--- src/rtl/memcore_pkg.sv ---
// Shared sizing helpers and constants for the BRAM-backed stream FIFO controller.
package memcore_pkg;

  localparam int OUT_DEPTH = 2;

  // Bits needed to hold a count in 0..range inclusive.
  function automatic int cnt_width(input int range);
    return $clog2(range + 1);
  endfunction

  // Pointer increment for depths that need not be a power of two.
  function automatic int unsigned ptr_next(input int unsigned ptr, input int unsigned range);
    return (ptr == range - 1) ? 0 : ptr + 1;
  endfunction

endpackage

--- src/rtl/memcore_bram_fifo_ctrl_if.sv ---
// Stream-side FIFO handshake plus the simple-dual-port memory core connection.
interface memcore_bram_fifo_ctrl_if #(
  parameter int DATA_WIDTH    = 32,
  parameter int ADDRESS_WIDTH = 6
);
  logic [DATA_WIDTH-1:0]    if_din;
  logic                     if_write;
  logic                     if_full_n;
  logic [DATA_WIDTH-1:0]    if_dout;
  logic                     if_read;
  logic                     if_empty_n;
  logic [ADDRESS_WIDTH-1:0] mem_address0;
  logic                     mem_ce0;
  logic                     mem_we0;
  logic [DATA_WIDTH-1:0]    mem_d0;
  logic [ADDRESS_WIDTH-1:0] mem_address1;
  logic                     mem_ce1;
  logic [DATA_WIDTH-1:0]    mem_q1;

  modport slave (
    input  if_din, if_write, if_read, mem_q1,
    output if_full_n, if_dout, if_empty_n,
           mem_address0, mem_ce0, mem_we0, mem_d0, mem_address1, mem_ce1
  );

  modport master (
    output if_din, if_write, if_read, mem_q1,
    input  if_full_n, if_dout, if_empty_n,
           mem_address0, mem_ce0, mem_we0, mem_d0, mem_address1, mem_ce1
  );
endinterface

--- src/rtl/memcore_bram_fifo_out_buf.sv ---
// Head/skid output register pair that absorbs the one-cycle BRAM read latency.
module memcore_bram_fifo_out_buf
  import memcore_pkg::*;
#(
  parameter int DATA_WIDTH = 32,
  parameter int CNT_W      = cnt_width(OUT_DEPTH)
) (
  input  logic                  clk,
  input  logic                  reset,
  input  logic                  capture,
  input  logic [DATA_WIDTH-1:0] cap_data,
  input  logic                  read,
  output logic [DATA_WIDTH-1:0] dout,
  output logic                  empty_n,
  output logic                  pop,
  output logic [CNT_W-1:0]      out_cnt
);

  logic [DATA_WIDTH-1:0] head, skid;
  logic [CNT_W-1:0]      cnt, cnt_left;

  assign pop      = read && (cnt != '0);
  assign cnt_left = cnt - CNT_W'(pop);
  assign dout     = head;
  assign empty_n  = (cnt != '0);
  assign out_cnt  = cnt;

  // A capture lands in whichever slot is the oldest free one after the pop.
  always_ff @(posedge clk or negedge reset) begin
    if (!reset) begin
      head <= '0;
      skid <= '0;
      cnt  <= '0;
    end else begin
      if (pop) head <= skid;
      if (capture) begin
        if (cnt_left == '0) head <= cap_data;
        else                skid <= cap_data;
      end
      cnt <= cnt_left + CNT_W'(capture);
    end
  end

endmodule

--- src/rtl/memcore_bram_fifo_ctrl.sv ---
// First-word-fall-through FIFO built on a simple-dual-port BRAM core with 1-cycle read latency.
module memcore_bram_fifo_ctrl
  import memcore_pkg::*;
#(
  parameter int DATA_WIDTH    = 32,
  parameter int ADDRESS_WIDTH = 6,
  parameter int ADDRESS_RANGE = 64
) (
  input logic                  clk,
  input logic                  reset,
  memcore_bram_fifo_ctrl_if.slave bus
);

  localparam int CW  = cnt_width(ADDRESS_RANGE);
  localparam int OW  = cnt_width(OUT_DEPTH);
  localparam int OCW = OW + 1;

  logic [ADDRESS_WIDTH-1:0] wr_ptr, rd_ptr;
  logic [CW-1:0]            mem_cnt;
  logic                     inflight;
  logic [OW-1:0]            out_cnt;
  logic                     wr, pop, rd_issue;
  logic [OCW-1:0]           occ;

  assign bus.if_full_n = (mem_cnt < CW'(ADDRESS_RANGE));
  assign wr            = bus.if_write && bus.if_full_n;

  // Words already committed to the output side once this cycle's pop retires.
  assign occ      = OCW'(out_cnt) + OCW'(inflight) - OCW'(pop);
  assign rd_issue = (mem_cnt != '0) && (occ < OCW'(OUT_DEPTH));

  assign bus.mem_address0 = wr_ptr;
  assign bus.mem_ce0      = wr;
  assign bus.mem_we0      = wr;
  assign bus.mem_d0       = bus.if_din;
  assign bus.mem_address1 = rd_ptr;
  assign bus.mem_ce1      = rd_issue;

  always_ff @(posedge clk or negedge reset) begin
    if (!reset) begin
      wr_ptr   <= '0;
      rd_ptr   <= '0;
      mem_cnt  <= '0;
      inflight <= 1'b0;
    end else begin
      if (wr)       wr_ptr <= ADDRESS_WIDTH'(ptr_next(32'(wr_ptr), ADDRESS_RANGE));
      if (rd_issue) rd_ptr <= ADDRESS_WIDTH'(ptr_next(32'(rd_ptr), ADDRESS_RANGE));
      mem_cnt  <= mem_cnt + CW'(wr) - CW'(rd_issue);
      inflight <= rd_issue;
    end
  end

  memcore_bram_fifo_out_buf #(.DATA_WIDTH(DATA_WIDTH)) u_out_buf (
    .clk     (clk),
    .reset   (reset),
    .capture (inflight),
    .cap_data(bus.mem_q1),
    .read    (bus.if_read),
    .dout    (bus.if_dout),
    .empty_n (bus.if_empty_n),
    .pop     (pop),
    .out_cnt (out_cnt)
  );

endmodule

--- src/flat_wrapper.sv ---
// flat-port wrapper written by rule: the top's interface ports become plain ports
module memcore_bram_fifo_ctrl_flat import memcore_pkg::*;
#(
  parameter int DATA_WIDTH    = 32,
  parameter int ADDRESS_WIDTH = 6,
  parameter int ADDRESS_RANGE = 64
)
  (clk, reset, bus_if_din, bus_if_write, bus_if_read, bus_mem_q1, bus_if_full_n, bus_if_dout, bus_if_empty_n, bus_mem_address0, bus_mem_ce0, bus_mem_we0, bus_mem_d0, bus_mem_address1, bus_mem_ce1);
  memcore_bram_fifo_ctrl_if #(.DATA_WIDTH(DATA_WIDTH), .ADDRESS_WIDTH(ADDRESS_WIDTH)) bus_i ();
  input logic clk;
  input logic reset;
  input wire logic [$bits(bus_i.if_din)-1:0] bus_if_din;
  input wire logic [$bits(bus_i.if_write)-1:0] bus_if_write;
  input wire logic [$bits(bus_i.if_read)-1:0] bus_if_read;
  input wire logic [$bits(bus_i.mem_q1)-1:0] bus_mem_q1;
  output wire logic [$bits(bus_i.if_full_n)-1:0] bus_if_full_n;
  output wire logic [$bits(bus_i.if_dout)-1:0] bus_if_dout;
  output wire logic [$bits(bus_i.if_empty_n)-1:0] bus_if_empty_n;
  output wire logic [$bits(bus_i.mem_address0)-1:0] bus_mem_address0;
  output wire logic [$bits(bus_i.mem_ce0)-1:0] bus_mem_ce0;
  output wire logic [$bits(bus_i.mem_we0)-1:0] bus_mem_we0;
  output wire logic [$bits(bus_i.mem_d0)-1:0] bus_mem_d0;
  output wire logic [$bits(bus_i.mem_address1)-1:0] bus_mem_address1;
  output wire logic [$bits(bus_i.mem_ce1)-1:0] bus_mem_ce1;
  assign bus_i.if_din = bus_if_din;
  assign bus_i.if_write = bus_if_write;
  assign bus_i.if_read = bus_if_read;
  assign bus_i.mem_q1 = bus_mem_q1;
  assign bus_if_full_n = bus_i.if_full_n;
  assign bus_if_dout = bus_i.if_dout;
  assign bus_if_empty_n = bus_i.if_empty_n;
  assign bus_mem_address0 = bus_i.mem_address0;
  assign bus_mem_ce0 = bus_i.mem_ce0;
  assign bus_mem_we0 = bus_i.mem_we0;
  assign bus_mem_d0 = bus_i.mem_d0;
  assign bus_mem_address1 = bus_i.mem_address1;
  assign bus_mem_ce1 = bus_i.mem_ce1;
  memcore_bram_fifo_ctrl #(.DATA_WIDTH(DATA_WIDTH), .ADDRESS_WIDTH(ADDRESS_WIDTH), .ADDRESS_RANGE(ADDRESS_RANGE)) u_core (.clk(clk), .reset(reset), .bus(bus_i));
endmodule
--- config.mk ---
export PLATFORM = sky130hd
export DESIGN_NAME = memcore_bram_fifo_ctrl_flat
export DESIGN_NICKNAME = d
export VERILOG_FILES = /design/src/rtl/memcore_pkg.sv /design/src/rtl/memcore_bram_fifo_ctrl_if.sv /design/src/rtl/memcore_bram_fifo_out_buf.sv /design/src/rtl/memcore_bram_fifo_ctrl.sv /design/src/flat_wrapper.sv
export SDC_FILE = /design/constraint.sdc
export NUM_CORES = 1
export LEC_CHECK = 0
export CAP_MARGIN = 0
export CORE_MARGIN = 1
export CORE_UTILIZATION = 41
export CTS_CLUSTER_SIZE = 40
export DETAILED_ROUTE_END_ITERATION = 7
export PLACE_DENSITY = 0.74
export SETUP_SLACK_MARGIN = 0.5
export SLEW_MARGIN = 25
export SYNTH_ARGS = -nofsm -noshare
export SYNTH_HDL_FRONTEND = slang
export SYNTH_HIERARCHICAL = 1
export SYNTH_SLANG_ARGS = --single-unit
--- constraint.sdc ---
create_clock -name clk -period 3.7 [get_ports clk]
set_input_delay 0.74 -clock clk [delete_from_list [all_inputs] [get_ports clk]]
set_output_delay 0.74 -clock clk [all_outputs]
set_load 0.01 [all_outputs]
# Word level (Yosys, flattened, before mapping)
# Cells that the tools add are included.
# totals
rom_bits	0
register_bits	86
word_cells	32
ramBits	0
latch_bits	0
mem_count	0
output_inout_bits	81
# op_classes
n_shift	0
eq_ne	2
magnitude_cmp	2
bitwise_logic	1
muxes	5
n_div	0
multipliers	0
n_reduce_logical	7
n_addsub	8
# op_table
operator	count
two-way mux 32 bit	3
adder 6 x 1 -> 6 bit, second input constant	2
equality test 6 bit, second input constant	2
two-way mux 6 bit	2
adder 7 x 1 -> 7 bit	1
< comparator 7 bit, second input constant	1
nonzero test 7 bit	1
subtractor 7 x 1 -> 7 bit	1
adder 2 x 1 -> 3 bit	1
logical AND 1 bit	3
< comparator 3 x 2 -> 1 bit, second input constant	1
subtractor 3 x 1 -> 3 bit	1
adder 2 x 1 -> 2 bit	1
zero test 2 bit	1
AND reduction 2 bit	1
nonzero test 2 bit	1
subtractor 2 x 1 -> 2 bit	1
NOT 1 bit	1

# Logic depth before layout (Yosys ltp)
# Gate-level depths: netlist of run 1.
# depth
ltp_word	6
mapped_depth	17

# Cells and area by module
# The synthesis of run 1 kept the hierarchy.
# by_module_without_submodules
module	cells_per_inst	instances	area_each_um2
memcore_bram_fifo_out_buf	184	1	2885.3
memcore_bram_fifo_ctrl	147	1	1436.4

# Worst setup path after synthesis of run 1
# No wires, ideal clock.
# synth_path
path_kind	input to register
from	input bus_if_read
to	register u_core.mem_cnt[6]
path_slack_ps	-453
required_time_ps	3612
stages	17
arrival_time_ps	4064
path_buffers	1
cell_sequence	o21ai_2 -> buf_6 -> inv_1 -> ha_1 -> nand2b_1 -> fa_1 -> xor2_1 -> a311oi_4 -> ha_1 -> inv_1 -> ha_1 -> inv_1 -> fa_1 -> nor2b_1 -> o221ai_1 -> nand3_1 -> nor3b_1
# synth_via
elab_chain_len	5
# synth_lines
item	line_no	text
start: declaration	flat_wrapper.sv:14	input wire logic [$bits(bus_i.if_read)-1:0] bus_if_read;
logical AND 1 bit	memcore_bram_fifo_out_buf.sv:22	assign pop = read && (cnt != '0);
net u_core.pop	memcore_bram_fifo_ctrl.sv:22	logic wr, pop, rd_issue;
subtractor 3 x 1 -> 3 bit	memcore_bram_fifo_ctrl.sv:29	assign occ = OCW'(out_cnt) + OCW'(inflight) - OCW'(pop);
< comparator 3 x 2 -> 1 bit	memcore_bram_fifo_ctrl.sv:30	assign rd_issue = (mem_cnt != '0) && (occ < OCW'(OUT_DEPTH));
logical AND 1 bit	memcore_bram_fifo_ctrl.sv:30	
net bus_mem_ce1	flat_wrapper.sv:24	output wire logic [$bits(bus_i.mem_ce1)-1:0] bus_mem_ce1;
subtractor 7 x 1 -> 7 bit	memcore_bram_fifo_ctrl.sv:48	mem_cnt <= mem_cnt + CW'(wr) - CW'(rd_issue);
end signal: assignment	memcore_bram_fifo_ctrl.sv:48	
end: declaration	memcore_bram_fifo_ctrl.sv:19	logic [CW-1:0] mem_cnt;
# The timed path passes the listed nets, and every way through them passes these cells.
# A chain may end at the register's enable or synchronous reset.

# Worst setup path after layout of run 1
# layout_path
from	register u_core.u_out_buf.cnt[0], in the netlist u_core/u_out_buf/out_cnt[0]
to	output bus_mem_ce1
# layout_via
elab_chain_len	5
# layout_lines
item	line_no	text
start: declaration	memcore_bram_fifo_out_buf.sv:20	logic [CNT_W-1:0] cnt, cnt_left;
start signal: assignment	memcore_bram_fifo_out_buf.sv:40	cnt <= cnt_left + CNT_W'(capture);
nonzero test 2 bit	memcore_bram_fifo_out_buf.sv:22	
logical AND 1 bit	memcore_bram_fifo_out_buf.sv:22	
net u_core.pop	memcore_bram_fifo_ctrl.sv:22	
subtractor 3 x 1 -> 3 bit	memcore_bram_fifo_ctrl.sv:29	
< comparator 3 x 2 -> 1 bit	memcore_bram_fifo_ctrl.sv:30	
logical AND 1 bit	memcore_bram_fifo_ctrl.sv:30	
end: declaration	flat_wrapper.sv:24	
# The timed path passes the listed nets, and every way through them passes these cells.

==> results of run 1 <==
## final cells by class
type                    instances  area [um2]  area share, %
flip-flops and latches         86        2150           39.2
multi-input cells             185        1900           34.6
repair buffers                101         998           18.2
well taps                     136         170           3.10
clock buffers                  11         131           2.39
clock inverters                 4        72.6           1.32
inverters                      17        66.3           1.21
## sequential cells by signal, indices dropped and copies added, names as in the netlist
name / count
u_core/u_out_buf/skid: 32
u_core/u_out_buf/out_cnt: 2
u_core/bus.mem_address0: 6
u_core/bus.mem_address1: 6
u_core/mem_cnt: 7
u_core/inflight: 1
u_core/u_out_buf/dout: 32
## power groups by stage
stage          Clock [uW]  Combinational (uW)  Sequential (uW)
2_1_floorplan           0                1680             1830
3_3_place_gp            0                2630             1740
3_5_place_dp            0                2730             1770
4_1_cts               712                2860             1750
5_1_grt               753                3300             1820
6_report              677                3030             1740
## stage by stage
step / util [%] / hold slack, ns
after CTS: 52.7 / 0.476
final: 53.4 / 0.458
after detailed placement: 50.1 / 0.481
after global routing: 53.4 / 0.500
after global placement: 50.1 / 0.466
after floorplan: - / 0.444
## metal layers
metal | GRT usage (%) | routed length (um) | up-vias
met2 | 25.4 | 3770 | 78
li1 | - | - | 1246
met4 | 7.24 | 183 | 0
met1 | 18.7 | 3500 | 1292
met5 | 0 | 0 | -
met3 | 3.93 | 481 | 26
## cells by family (layout without fill, tap and decap cells)
| kind of cell | after synthesis | count (layout) | synth area share [%] |
|---|---|---|---|
| xor gates and xnor gates | 12 | 12 | 2.43 |
| muxes | 100 | 100 | 26.1 |
| and+or+nand+nor | 38 | 38 | 4.75 |
| AOI/OAI and AO/OA | 20 | 20 | 3.45 |
| DFF | 86 | 86 | 49.8 |
| buffers and inverters | 60 | 133 | 8.80 |
| adders and majority gates | 15 | 15 | 4.69 |
## Yosys cell counts
cell / count
a21boi_0: 1
a31oi_1: 2
o21ai_2: 2
mux2i_1: 2
o221ai_1: 1
buf_2: 7
a311oi_4: 1
nand3_1: 5
nand2_1: 9
fa_1: 2
mux2_1: 31
a22o_1: 1
nor2b_1: 5
ha_1: 13
dfrtp_1: 86
nor2_1: 4
buf_6: 3
o21ai_0: 4
mux2_4: 1
xor2_1: 4
nor3_1: 1
nor3b_1: 2
buf_4: 33
or2_2: 2
a21o_1: 1
and3_1: 3
a21oi_1: 6
inv_1: 17
xnor2_1: 8
a311o_1: 1
and4_1: 1
nand2b_1: 4
mux2_2: 66
nand3b_1: 2
## path summary, 6_finish.rpt
path / cells past startpoint / slack (ns) / endpoint / start
worst max-delay path: 10 / 0.38 / bus_mem_ce1 / u_core/u_out_buf/out_cnt[0]
worst min-delay path: 1 / 0.46 / u_core/u_out_buf/dout[17] / reset
worst max register to register: 16 / 0.41 / u_core/mem_cnt[6] / u_core/u_out_buf/out_cnt[0]
worst min register to register: 1 / 0.50 / u_core/u_out_buf/skid[6] / u_core/u_out_buf/skid[6]
max in group asynchronous: 1 / 2.70 / u_core/u_out_buf/out_cnt[0] / reset
min in group clk: 1 / 0.50 / u_core/u_out_buf/skid[6] / u_core/u_out_buf/skid[6]
## what timing repair did
item | in CTS | in global routing
resized for setup | 17 | 9
pin swaps | 8 | 11
setup endpoints to repair | 7 | 5
hold buffers | 0 | 0
buffers inserted | 3 | 5
cloned | 0 | 0
==> impl_results.md, run 1 <==
- Status: finished clean
- Crit path max-delay family: adder cells
- Filler Cell Count: 888
- Mapped Area: 4320 um2
- Max H-tree Level: 3
- Sw frac: between 30% and 40%
- Synthesized instance count: 331
- Pwr/cell area: between 900 and 1000 nW/um2
- Clock share of power: 12.4%
- Leak: 0.00235 uW
- CTS buffer count: 9
- Crit-path max FO: 4
- Commonest non-fill, non-tap cell in the layout: dfrtp_1
- Fin. Hold Viols: 0
- Die area: 11000 um2
- Power Total: 5450 uW
- Syn Nets: approximately 410
- Worst clock skew: 0.00734 ns
- Total GRT Usage: 15.3%
- CP Class: reg -> out
- Cells taking the most area after synthesis: dfrtp_1 50%, mux2_2 17%, mux2_1 8.1%
- # diodes: 0
- Wire per inst: 14.7 um
- First-pass GRT wire length: 13200 um
- Most frequent cells in the layout: 85 x dfrtp_1, 81 x clkdlybuf4s50_1, 66 x mux2_2
- Clock sink count: 86
- WP data arrival: 2.58 ns
- Final wirelength: 7940 um
- DP Area: 5150 um2
- Chip Width: between 100 and 150 um
- Worst EP required: 2.96 ns
- Core Box Area: 10300 um2
- Via density: 4.89
- Layout area overhead: 27.1%
- Worst-path cell chain: o21ai_4, inv_2, ha_4, nand2b_4, fa_2, inv_2, a311oi_4, buf_4, buf_6, buf_6
- DIE HEIGHT: around 100 um
- Number of global-route vias before repair: approximately 2800
- Bufs and invs on worst path: 5
- Final setup viols: 0
- TritonRoute pass-1 iters: 4
- Dpl cells: 517
- Pre-CTS setup slack: -0.432 ns
- Reg clk slew, reported paths: 0.08 ns
- Hold Path Class: in -> async
- Transition time of the tightest slew-check pin: 0.761 ns
- Startpoint types: flop
- Power share of the sequential group: 32.0%
- Ys Warns: 6
- Int Power: 3640 uW
- Via Count: 2642
- Max-cap violations: 0
- Crit-path slowest cell: fa_2
- Relative slew slack: a little under 50%
- Minimum clock period after layout: between 3 and 4 ns
- Initial antenna violation count: 0
- Combinational share of power: 55.6%
- Clk_lat worst skew: 0.34 ns
- PnR worst setup slack: 0.383 ns
- Post-route setup TNS: 0 ns
- Final Non-Filler Cells: 540
- Crit. End Element: output port
- Post-synth top area share: 49.8%
- Layout Nets: about 480
- Initial Utilization: ~42%
- Finished Cell Area: 5490 um2
- CTS tree: done
- Post-synthesis sequential element count: 86
- Root Buffer: clkbuf_8
- Detailed placer's ending HPWL: 5350 um
- Pins Over Slew Limit: 0
- Syn_area_per_cell: 13.1 um2
- Pin count of the biggest net entering global routing: 87
- Post-route ant nets: 0
- Input/output buffers: 84
- Clock tree buffer depth: 2
- P_sw: 1820 uW
- Layout cells sized above 1: 30.9%
- Final critical-path share of the clock period: 89.7%
- # IOs: ~150
- Gpl congestion: 0.773
- Unique masters post-synth: 34
- Detailed Route Iter0 Violations: 67
- Slowest stage delay, CP: 0.53 ns
- Peak Freq: about 300 MHz
- Max VDD drop: 416 uV
- Rows: 37
- Total grt overflow: 0
- Post-synthesis sequential area ratio: 49.8%
- # DRC: 0
- Synth area leader: dfrtp_1
- RSZ-0062 raised after global routing: yes
Note: power is estimated with default switching activity, not from simulation.
==> inputs of run 2 (changes only) <==
PLACE_DENSITY = 0.75   (was 0.74)
SYNTH_HIERARCHICAL = not set   (was 1)
==> impl_results.md, run 2 <==
- Syn_area_per_cell: 11.7 um2 (-10%)
- Most frequent cells after synthesis: 86 x dfrtp_1, 37 x a21oi_1, 36 x nor2_1
- Via Count: 2822 (+6.8%)
- Post-synth top area share: 50.4% (+0.60 points)
- Clk_lat worst skew: 0.35 ns (about the same)
- Leak: 0.00238 uW (+1.3%)
- Gpl congestion: 0.780 (+0.97%)
- R2r setup slk: 0.57 ns (+0.16 ns)
- Unique masters post-synth: 41 (+21%)
- Initial Utilization: 42.9% (+0.85 points)
- Number of global-route vias before repair: 2857 (+2.1%)
- Pins Over Slew Limit: 0 (unchanged)
- Layout Nets: 511 (+5.8%)
- # diodes: 0 (unchanged)
- Core Box Area: 9950 um2 (-3.1%)
- # DRC: 0 (unchanged)
- Most frequent cells in the layout: 84 x dfrtp_1, 81 x clkdlybuf4s50_1, 36 x a21oi_1
- Pre-CTS setup slack: -0.184 ns (+0.248 ns)
- Fin. Hold Viols: 0 (unchanged)
- Fraction of registers with async set/reset: 100% (unchanged)
- Main synth FF type: dfrtp_1
- WP data arrival: 3.42 ns (+0.84 ns)
- Relative slew slack: 58.8% (+9.6 points)
- Syn Nets: 447 (+8.0%)
- Final critical-path share of the clock period: 84.6% (-5.0 points)
- Wire per inst: 14.4 um (-2.4%)
- Clock sink count: 86 (unchanged)
- Max-cap violations: 0 (unchanged)
- Rows: 36 (-2.7%)
- Reg2Reg Launch Point: u_core.u_out_buf.out_cnt[1]
- Filler Cell Count: 892 (+0.45%)
- Post-route setup TNS: 0 ns (unchanged)
- Worst clock skew: 0.00858 ns (+0.00124 ns)
- Post-route ant nets: 0 (unchanged)
- Power Total: 5210 uW (-4.4%)
- Reg2Reg Capture Point: u_core.mem_cnt[5]
- Crit-path max FO: 3 (-1)
- Clock tree buffer depth: 2 (unchanged)
- Post-synthesis sequential area ratio: 50.4% (+0.60 points)
- Root Buffer: clkbuf_8
- Post-synthesis sequential element count: 86 (unchanged)
- Startpoint types: flop
- Die area: 10800 um2 (-1.2%)
- Ys Warns: 0 (-6)
- Pwr/cell area: 984 nW/um2 (-0.95%)
- Pin count of the biggest net entering global routing: 51 (-41%)
- Minimum clock period after layout: 3.13 ns (-0.187 ns)
- Total grt overflow: 0 (unchanged)
- Total GRT Usage: 15.7% (+0.33 points)
- EDFF count, synth: 0 (unchanged)
- Synth area leader: dfrtp_1
- CTS tree: done
- Reg2Reg Depth: 13 (-3)
- RSZ-0062 raised after global routing: yes
- Dpl cells: 545 (+5.4%)
- Max VDD drop: 559 uV (+34%)
- Input/output buffers: 84 (unchanged)
- First-pass GRT wire length: 13600 um (+3.2%)
- Max H-tree Level: 3 (unchanged)
- PnR worst setup slack: 0.569 ns (+0.187 ns)
- CTS buffer count: 9 (unchanged)
- Crit. End Element: flop
- Transition time of the tightest slew-check pin: 0.618 ns (-0.144 ns)
- TritonRoute pass-1 iters: 6 (+2)
- Peak Freq: 319 MHz (+6.0%)
- Mapped Area: 4270 um2 (-1.2%)
- Detailed Route Iter0 Violations: 87 (+30%)
- Worst EP required: 3.98 ns (+1.02 ns)
- # hold bufs at CTS: 0 (unchanged)
- Final core utilization: 53.2% (-0.19 points)
- Register Area: 2150 um2 (about the same)
- CP Class: reg -> reg
- Layout area overhead: 24.1%
- Status: finished clean
- Synthesized instance count: 364 (+10%)
- DIE HEIGHT: 104 um (-0.58%)
- # IOs: 149 (unchanged)
- Cells taking the most area after synthesis: dfrtp_1 50%, mux2_2 8.2%, mux2i_1 8.0%
- Layout cells sized above 1: 20.1% (-11 points)
- Hold Path Class: in -> async
- Area of the multi-input gates: 1750 um2 (-8.0%)
- Chip Width: 104 um (-0.58%)
- Via density: 4.99 (+1.9%)
- Final Non-Filler Cells: 566 (+4.8%)
- Initial antenna violation count: 0 (unchanged)
- Final setup viols: 0 (unchanged)
- Most frequent cell after synthesis: dfrtp_1
- Detailed placer's ending HPWL: 5420 um (+1.4%)
- Commonest non-fill, non-tap cell in the layout: dfrtp_1
- Final wirelength: 8120 um (+2.3%)
- Reg clk slew, reported paths: 0.10 ns (+0.02 ns)
[run 2: how the worst max path moves through the flow]
stage | endpoint | from | cells past startpoint
floorplan | u_core.mem_cnt[6] | u_core.u_out_buf.out_cnt[1] | 17
global placement | u_core.mem_cnt[6] | bus_if_read | 15
detailed placement | u_core.mem_cnt[6] | bus_if_read | 15
CTS | u_core.mem_cnt[6] | bus_if_read | 16
global route | u_core.mem_cnt[5] | u_core.u_out_buf.out_cnt[1] | 13
finish | u_core.mem_cnt[5] | u_core.u_out_buf.out_cnt[1] | 13
[run 2: layer usage]
metal | global-route usage (%) | wire [um] | vias to the layer above
met5 | 0 | 0 | -
met2 | 26.0 | 3990 | 74
met3 | 3.88 | 363 | 17
met1 | 19.6 | 3630 | 1389
met4 | 6.22 | 146 | 0
li1 | - | - | 1342
[run 2: worst max-delay path, stage by stage (launching register included)]
cell and delay, ns:
dfrtp_2 0.43, or2_4 0.28, nand2_8 0.07, nor2_4 0.03, fa_2 0.54, inv_2 0.04, a211oi_4 0.25, ha_1 0.23
inv_1 0.05, ha_1 0.27, a21o_1 0.20, a311o_1 0.35, a21oi_1 0.19, xor2_1 0.15
[run 2: layout make-up]
class | instances | share of cell area (%)
clock buffer | 9 | 2.34
tap | 133 | 3.14
multi-input combinational | 215 | 33.0
clock inverter | 7 | 1.25
timing repair buffer | 99 | 18.5
sequential | 86 | 40.7
inverter | 17 | 1.20
[run 2: cells by family after synthesis]
kind of cell | synth area share [%]
AND/OR/NAND/NOR | 7.62
multiplexers | 16.7
XOR/XNOR | 2.64
buffers and inverters | 10.1
AO/OA/AOI/OAI | 7.79
flip-flops | 50.4
adder cells (fa/ha/maj) | 4.75
[run 2: power by group]
group / total (uW) / leakage [uW] / switching [uW] / internal (uW)
Clock: 626 / 0.0000896 / 368 / 258
Combinational: 2820 / 0.00128 / 1250 / 1570
Sequential: 1770 / 0.00101 / 321 / 1450
Total: 5210 / 0.00238 / 1940 / 3280
[run 2: per-stage QoR]
stage / area, um2 / hold slack [ns]
floorplan: 4300 / 0.444
global placement: 5010 / 0.466
detailed placement: 5030 / 0.474
CTS: 5260 / 0.404
global route: 5300 / 0.437
finish: 5300 / 0.405
[run 2: what timing repair did]
action	CTS	global route
pin swaps	7	7
resized for setup	11	7
buffers inserted	2	3
endpoints found under the setup margin	5	4
